[config.mk]
export PLATFORM = sky130hd
export DESIGN_NAME = fetch_seq
export DESIGN_NICKNAME = d
export VERILOG_FILES = /design/src/rtl/fetch_pkg.sv /design/src/rtl/fetch_decode.sv /design/src/rtl/fetch_seq.sv
export SDC_FILE = /design/constraint.sdc
export NUM_CORES = 1
export LEC_CHECK = 0
export CORE_ASPECT_RATIO = 0.5
export CORE_MARGIN = 10
export CORE_UTILIZATION = 36
export CTS_CLUSTER_SIZE = 12
export DETAILED_ROUTE_END_ITERATION = 16
export GPL_ROUTABILITY_DRIVEN = 1
export PLACE_DENSITY = 0.88
export SLEW_MARGIN = 20
export SYNTH_ARGS = -nofsm -noshare
export SYNTH_HDL_FRONTEND = slang
export SYNTH_SLANG_ARGS = --single-unit
[constraint.sdc]
create_clock -name clock_i -period 1.78 [get_ports clock_i]
set_input_delay 0.356 -clock clock_i [delete_from_list [all_inputs] [get_ports clock_i]]
set_output_delay 0.356 -clock clock_i [all_outputs]
set_load 0.005 [all_outputs]
[src/rtl/fetch_pkg.sv]
// fetch_pkg: shared constants for the instruction-fetch sequencer.
//   - opcode values decoded from instr[IW-1:IW-3]
//   - FSM state encoding (IDLE is all-zero so a cleared register is a safe state)
//   - default instruction width
package fetch_pkg;

   localparam int IW_DEF = 9;

   localparam logic [2:0] OP_HALT = 3'b101;
   localparam logic [2:0] OP_BRF  = 3'b110;
   localparam logic [2:0] OP_BRB  = 3'b111;

   localparam logic [2:0] ST_IDLE   = 3'd0;
   localparam logic [2:0] ST_LOAD   = 3'd1;
   localparam logic [2:0] ST_FETCH  = 3'd2;
   localparam logic [2:0] ST_WAIT   = 3'd3;
   localparam logic [2:0] ST_EXEC   = 3'd4;
   localparam logic [2:0] ST_HALTED = 3'd5;

endpackage

[src/rtl/fetch_decode.sv]
// fetch_decode: combinational decode of the instruction register and latched
// branch flag into PC control requests.
//   ir_i        in  IW  instruction register
//   flag_i      in  1   flag latched alongside the instruction
//   branchf_o   out 1   taken forward branch
//   branchb_o   out 1   taken backward branch
//   target_o    out 8   relative target ({2'b0, offset}) for a taken branch, else 0
//   is_halt_o   out 1   instruction is HALT
module fetch_decode
   import fetch_pkg::*;
#(
   parameter int IW = IW_DEF
) (
   input  logic [IW-1:0] ir_i,
   input  logic          flag_i,
   output logic          branchf_o,
   output logic          branchb_o,
   output logic [7:0]    target_o,
   output logic          is_halt_o
);

   logic [2:0] opcode;
   logic [5:0] offset;

   assign opcode = ir_i[IW-1 -: 3];
   assign offset = ir_i[5:0];

   always_comb begin
      branchf_o = 1'b0;
      branchb_o = 1'b0;
      target_o  = 8'h00;
      is_halt_o = 1'b0;
      case (opcode)
         OP_BRF: if (flag_i) begin
            branchf_o = 1'b1;
            target_o  = {2'b00, offset};
         end
         OP_BRB: if (flag_i) begin
            branchb_o = 1'b1;
            target_o  = {2'b00, offset};
         end
         OP_HALT: is_halt_o = 1'b1;
         default: ;
      endcase
   end

endmodule

[src/rtl/fetch_seq.sv]
// fetch_seq: instruction-fetch sequencer driving the control inputs of an
// always-incrementing 8-bit PC. Fetches one instruction at a time from
// instruction memory, resolves conditional relative branches, and stops on HALT.
//   clock_i, reset_i          clock, synchronous active-high reset
//   req_start_i, prog_start_i (re)start request and program start address
//   pc_i                      current PC value
//   stall_i                   datapath busy, holds off the next fetch
//   flag_i                    branch condition, latched with the instruction
//   imem_*                    instruction memory address / read / data / valid
//   start_o, startadd_o       PC load
//   branchf_o, branchb_o,
//   target_o                  PC relative step (branchb with target 0 = hold)
//   instr_o, instr_valid_o    instruction register and its EXEC pulse
//   halted_o                  sequencer stopped on HALT
//   instr_count_o             retired instruction count (wraps)
module fetch_seq
   import fetch_pkg::*;
#(
   parameter int IW    = IW_DEF,
   parameter int CNT_W = 16
) (
   input  logic             clock_i,
   input  logic             reset_i,
   input  logic             req_start_i,
   input  logic [7:0]       prog_start_i,
   input  logic [7:0]       pc_i,
   input  logic             stall_i,
   input  logic             flag_i,
   output logic [7:0]       imem_addr_o,
   output logic             imem_rd_o,
   input  logic [IW-1:0]    imem_data_i,
   input  logic             imem_valid_i,
   output logic             start_o,
   output logic [7:0]       startadd_o,
   output logic             branchf_o,
   output logic             branchb_o,
   output logic [7:0]       target_o,
   output logic [IW-1:0]    instr_o,
   output logic             instr_valid_o,
   output logic             halted_o,
   output logic [CNT_W-1:0] instr_count_o
);

   logic [2:0]       state, nxt_state;
   logic [7:0]       start_addr_q;
   logic [IW-1:0]    ir_q;
   logic             flag_q;
   logic             rd_q;
   logic [CNT_W-1:0] cnt_q;

   logic             dec_bf, dec_bb, dec_halt;
   logic [7:0]       dec_tgt;

   fetch_decode #(.IW(IW)) u_dec (
      .ir_i      (ir_q),
      .flag_i    (flag_q),
      .branchf_o (dec_bf),
      .branchb_o (dec_bb),
      .target_o  (dec_tgt),
      .is_halt_o (dec_halt)
   );

   // FETCH leaves once its read pulse has gone out. The pulse is a flop armed
   // from stall_i on the way into (or while sitting in) FETCH, which keeps
   // imem_rd_o free of any combinational path from stall_i while still giving
   // FETCH/WAIT/EXEC at three cycles per instruction.
   always_comb begin
      nxt_state = state;
      case (state)
         ST_IDLE:   nxt_state = ST_IDLE;
         ST_LOAD:   nxt_state = ST_FETCH;
         ST_FETCH:  if (rd_q) nxt_state = ST_WAIT;
         ST_WAIT:   if (imem_valid_i) nxt_state = ST_EXEC;
         ST_EXEC:   nxt_state = dec_halt ? ST_HALTED : ST_FETCH;
         ST_HALTED: nxt_state = ST_HALTED;
         default:   nxt_state = ST_IDLE;
      endcase
      // A restart abandons whatever is in flight, from any state.
      if (req_start_i) nxt_state = ST_LOAD;
   end

   always_ff @(posedge clock_i) begin
      if (reset_i) begin
         state        <= ST_IDLE;
         start_addr_q <= 8'h00;
         ir_q         <= '0;
         flag_q       <= 1'b0;
         rd_q         <= 1'b0;
         cnt_q        <= '0;
      end else begin
         state <= nxt_state;
         rd_q  <= (nxt_state == ST_FETCH) && !stall_i;
         if (req_start_i) start_addr_q <= prog_start_i;
         // Data is only accepted for the read we are waiting on; a restart in
         // the same cycle discards it.
         if (state == ST_WAIT && imem_valid_i && !req_start_i) begin
            ir_q   <= imem_data_i;
            flag_q <= flag_i;
         end
         if (state == ST_EXEC) cnt_q <= cnt_q + 1'b1;
      end
   end

   // PC control decode. The PC always steps +1 unless told otherwise, so every
   // state that must not move it asserts HOLD (backward branch by 0).
   always_comb begin
      start_o   = 1'b0;
      branchf_o = 1'b0;
      branchb_o = 1'b0;
      target_o  = 8'h00;
      case (state)
         ST_LOAD: start_o = 1'b1;
         ST_EXEC: begin
            if (dec_halt) begin
               branchb_o = 1'b1;
            end else begin
               branchf_o = dec_bf;
               branchb_o = dec_bb;
               target_o  = dec_tgt;
            end
         end
         default: branchb_o = 1'b1;
      endcase
   end

   assign imem_addr_o   = pc_i;
   assign imem_rd_o     = rd_q;
   assign startadd_o    = start_addr_q;
   assign instr_o       = ir_q;
   assign instr_valid_o = (state == ST_EXEC);
   assign halted_o      = (state == ST_HALTED);
   assign instr_count_o = cnt_q;

endmodule

# After elaboration in Yosys (flattened, before gate mapping)
# Cells that the tools add are included.
# totals
in_bits,31
elab_cells,40
out_inout_bits,55
register_bits,38
# op_classes
reduce_logical,6
eq_ne,9
addsub,1
n_mux,18
# op_table
op,n
2-to-1 mux 8 bit,3
adder 16 x 1 -> 16 bit (second input constant),1
== test 3 bit (second input constant),5
one-hot mux 3 bit (5 select lines),1
2-to-1 mux 3 bit,4
== test 3 x 2 -> 1 bit (second input constant),3
2-to-1 mux 1 bit,8
2-to-1 mux 6 bit,1
== test 3 x 1 -> 1 bit (second input constant),1
logical AND 1 bit,3
logical NOT 1 bit,2
one-hot mux 1 bit (2 select lines),1
OR reduction 2 bit,1

# Logic depth before layout (Yosys ltp)
# logic_depth
word_depth,7
ltp_mapped,6
mapped_depth_nobuf,5

# Cells and area by module
# From an unflattened synthesis, not the netlist that was laid out.
# hier_totals
cells_unflattened,202
area_unflattened_um2,1799.2
# by_module_without_submodules
module,seq_area_each_um2,area_per_inst_um2,cells_per_inst,instances
fetch_seq,760.7,1700.4,190,1
fetch_decode,0.0,98.8,12,1

# Worst setup path before layout
# OpenSTA, ideal clock, no wires.
# synth_path
path_kind,register to register
from,register state[0]
to,"register cnt_q[15], in the netlist instr_count_o[15]"
synth_period_minus_slack_ns,1.843
t_arrival_ns,1.773
path_slack_ns,-0.063
path_buffers,1
setup_ns,0.070
required_time_ns,1.710
path_stages_with_launch,6
cell_sequence,dfxtp_1 > buf_6 > or3b_4 > or3_4 > or4_1 > a21oi_1
# synth_between
elab_chain_len,1
# synth_lines
item,line_no,rtl
"start, declared",fetch_seq.sv:44,"logic [2:0] state, nxt_state;"
"start signal, assigned",fetch_seq.sv:91,state <= nxt_state;
== test 3 bit,fetch_seq.sv:100,if (state == ST_EXEC) cnt_q <= cnt_q + 1'b1;
"end signal, assigned",fetch_seq.sv:100,
"end, declared",fetch_seq.sv:49,logic [CNT_W-1:0] cnt_q;
# Every way passes these cells.
# A chain may end at the register's enable or synchronous reset.

# Final worst setup path
# layout_path
from,register state[0]
to,output port target_o[1]
# layout_between
elab_chain_len,2
# layout_lines
item,line_no,rtl
== test 3 bit,fetch_seq.sv:111,case (state)
2-to-1 mux 8 bit,fetch_seq.sv:111,
"end, declared",fetch_seq.sv:37,"output logic [7:0] target_o,"
# Every way passes these cells.

==> results <==
- The overall power of the completed layout is between 1.5 and 2 mW.
- The slack of the critical path is -165.5 ps.
- Using the TritonRoute via totals, the vias-per-cell ratio works out to roughly 5.1.
- Counting cells, the worst reg-to-reg path comes to 5.
- Clock tree synthesis inserted a total of 5 buffers.
- The path with the worst hold slack has its endpoint at startadd_o[5].
- The tree is rooted in a clkbuf_8.
- The H-tree was split into 2 levels.
- The data arrival at the endpoint of the critical path is roughly 1600 ps.
- Hold repair after CTS inserted 0 buffers.
- The category of cells accounting for the largest share of critical-path delay is simple AND/OR/NAND/NOR gates.
- The worst hold path passes through 2 cells.
- The weighted congestion reported at the end of routability-driven placement is around 0.76.
- The die footprint is 8034 sq um.
- On the worst path, the slowest cell contributes a delay of between 400 and 500 ps.
- The post-synthesis instance total is 190.
- The power per standard cell area is between 600 and 700 nW/um^2.
- By startpoint and endpoint, the worst setup path is classified as flop to primary output.
- The number of max-slew violations in the final report is 0.
- The fraction of the core area covered by cells at the end of the flow is between 50% and 60%.
- The count of endpoints failing setup in the final report is 10.
- The number of enable flip-flop cells after synthesis is 0.
- The number of antenna cells inserted is 0.
- The first global-routing pass estimated between 8000 and 9000 microns of wire.
- The setup slack of the worst register-to-register path is -140 ps.
- The wire length on met1 is between 2000 and 2500 microns.
- Averaged over all synthesized cells, the footprint is 8.943 sq um.
- The total count of hold-check failures in the final report is 0.
- Summing the sequential cell areas from Yosys gives between 40% and 50% of the chip area.
- The height of the chip is roughly 70 microns.
- The async set-or-reset flop fraction in the synthesized netlist is 0%.
- Data on the critical path is required at its endpoint by 1420 ps.
- The number of DRC markers in iteration 0 is 44.
- The placeable core area is roughly 4500 sq um.
- The final clock skew is between 7 and 8 ps.
- The starting density of the core is between 30% and 40%.
- The slowest cell on the critical path is or3b_4.
- The clock-pin slew on the worst setup and hold paths is 80 ps.
- Along the worst path, the maximum fanout reaches 3.
- The detailed-placement wirelength estimate is 4066 microns.
- The initial antenna violation count was 0.
- The dominant register cell in the synthesized netlist is dfxtp_1.
- The max-cap violation count is 0.
- The total vias in the final route is 1683.
- The final sum of negative setup slack is -865.3 ps.
- The count of input and output buffers is 67.
- The worst register-to-register path ends at instr_count_o[15].
- Traced cell by cell, the critical path runs through or3b_4 -> nor2_4 -> buf_6 -> buf_6 -> and2_4 -> buf_6.
- Once detail routing completed, the nets flagged for antenna violations numbered 0.
- The reg-to-reg critical path startpoint is state[0].
- The clock tree buffer depth is 2.
- The final reports fail on setup timing.
- The later pin in the worst-skew pair is clocked with a latency of ~300 ps.
- The logic depth of the worst path, buffers included is 6.
- The area of the mapped netlist is 1699 sq um.
- The run finished, with violations left.
- The final critical delay including setup and external delays is between 1500 and 2000 ps.
- In this run the worst hold path is classified as flop to flop.
- The count of buffering cells on the critical path with inverters included is 3.
- The boundary pin count is between 80 and 90.
- The flip-flop and latch count after synthesis is 38.
- The highest ir drop seen on vdd is approximately 0.35 mV.
- The leakage power summed over all cells is ~1.0 nW.
- The pin count of the biggest net entering global routing is 19.
- The post-route netlist has between 20% and 30% of its cells at a drive strength greater than 1.
- The portion of the clock cycle consumed by the worst path in the final layout is 109.3%.
- The detailed-route DRC error count is 0.
- The routed wire length per instance is about 16 microns.
- The floorplan has 17 rows.
- The clock sink count is 38.
- The Yosys step of the flow raised 0 warnings.
- Summed over all nets, wire length on met3 after detailed routing comes to about 330 microns.
- Counting stages on the worst path, the most repeated cell is buf_6.
- The worst setup path is captured at a primary output.
- In this run, distinct cell masters in the synthesized netlist total 38.
- The highest metal layer used by the detailed router is met4.
- Setup repair after global routing could not meet its margin everywhere.
- The via count of the first global-routing pass is between 1500 and 2000.
- The type of origin of the critical path is a flop.
- The global-route total usage across every layer is between 10% and 20%.
- The net count of the finished layout is a little over 300.
- The most common library cell in the layout ignoring fill and taps is clkdlybuf4s50_1.
- Timing would allow up to 514.0 MHz.
- In this run the most critical hold path is launched from startadd_o[5].
- The die span in x is 117.2 microns.
- The final layout contains routed wiring with a total length of 5432 microns.
- The met2 routed wirelength is about 3000 microns.
- The total congestion overflow after global routing is 0.
- The clock tree from TritonCTS is done.
- The worst hold slack is 508.3 ps.
- In the layout the commonest cells are clkdlybuf4s50_1 (56), dfxtp_1 (36), nor2_1 (25).
- The detailed-routing iteration count for the pre-antenna-repair pass is 4.
- Relative to the synthesized area, the layout overhead comes to 57.29%.
state kept, by name, indices dropped and copies added (netlist names):
| signal | count |
|---|---|
| flag_q | 1 |
| imem_rd_o | 1 |
| instr_count_o | 16 |
| instr_o | 9 |
| startadd_o | 8 |
| state | 3 |
routing by layer:
layer	global-route usage, %	vias to the layer above
met2	25.56	53
met4	4.587	0
met3	4.220	11
li1	-	807
met5	0	-
met1	12.49	812
timing repair:
item / 4_1_cts / 5_1_grt
buffers inserted: 3 / 1
cloned: 0 / 0
pin swaps: 6 / 1
endpoints found under the setup margin: 12 / 10
resized for setup: 56 / 9
cells by family (layout without fill, tap and decap cells):
| group | after synthesis | after routing | share of synthesized area, % |
|---|---|---|---|
| fa+ha+maj | 1 | 1 | 0.7363 |
| xor+xnor | 9 | 9 | 4.639 |
| simple gates | 76 | 76 | 24.01 |
| mux | 16 | 16 | 9.425 |
| other cells | 1 | 2 | 0.2207 |
| compound gates | 26 | 26 | 8.469 |
| buf+inv | 23 | 105 | 7.732 |
| flops | 38 | 38 | 44.77 |
cells in the mapped netlist, drive strengths merged (5+ instances only):
cell type	count	share of area (%)
nand2	8	1.8
buf	14	5.7
a21oi	12	3.5
and2	7	2.6
nand3	7	2.1
inv	5	1.1
nor2	28	6.3
dfxtp	38	45
or3	6	2.5
o21ai	9	2.7
xnor2	5	2.6
mux2i	16	9.4
area by class of cell:
type	instances	area [sq um]
Clock buffer	7	86.33
Clock inverter	1	5.005
Fill cell	364	1794
Inverter	5	21.27
Multi-Input combinational cell	130	862.1
Sequential cell	38	763.2
Tap cell	57	71.32
Timing Repair Buffer	92	863.3
report_power, final:
part | leakage, nW | internal (mW) | total (mW) | switching, mW
sequential | 0.309 | 0.864 | 0.872 | 0.00799
clock | 0.0482 | 0.313 | 0.629 | 0.316
combinational | 0.669 | 0.0912 | 0.146 | 0.0547
total | 1.03 | 1.27 | 1.65 | 0.379
worst max path at each step:
stage                                    to     start
after floorplan           instr_count_o[15]  state[0]
after global placement          target_o[5]  state[1]
after detailed placement        target_o[5]  state[1]
after CTS                       target_o[1]  state[0]
after global routing            target_o[1]  state[0]
final                           target_o[1]  state[0]
worst reg2reg max path: stages, from the launching register on:
cell and delay [ps]:
dfxtp_2 330, or3b_4 420, buf_6 150, or3_4 350
or4_1 480, a21oi_1 120
stage by stage:
step | worst slack (ps) | std cells | instance area (sq um)
2_1_floorplan | 11.25 | 191 | 1703
3_3_place_gp | -145.3 | 318 | 2502
3_5_place_dp | -206.4 | 318 | 2502
4_1_cts | -140.6 | 329 | 2633
5_1_grt | -207.6 | 330 | 2673
6_report | -165.5 | 330 | 2673
Note: power is estimated with default switching activity, not from simulation.
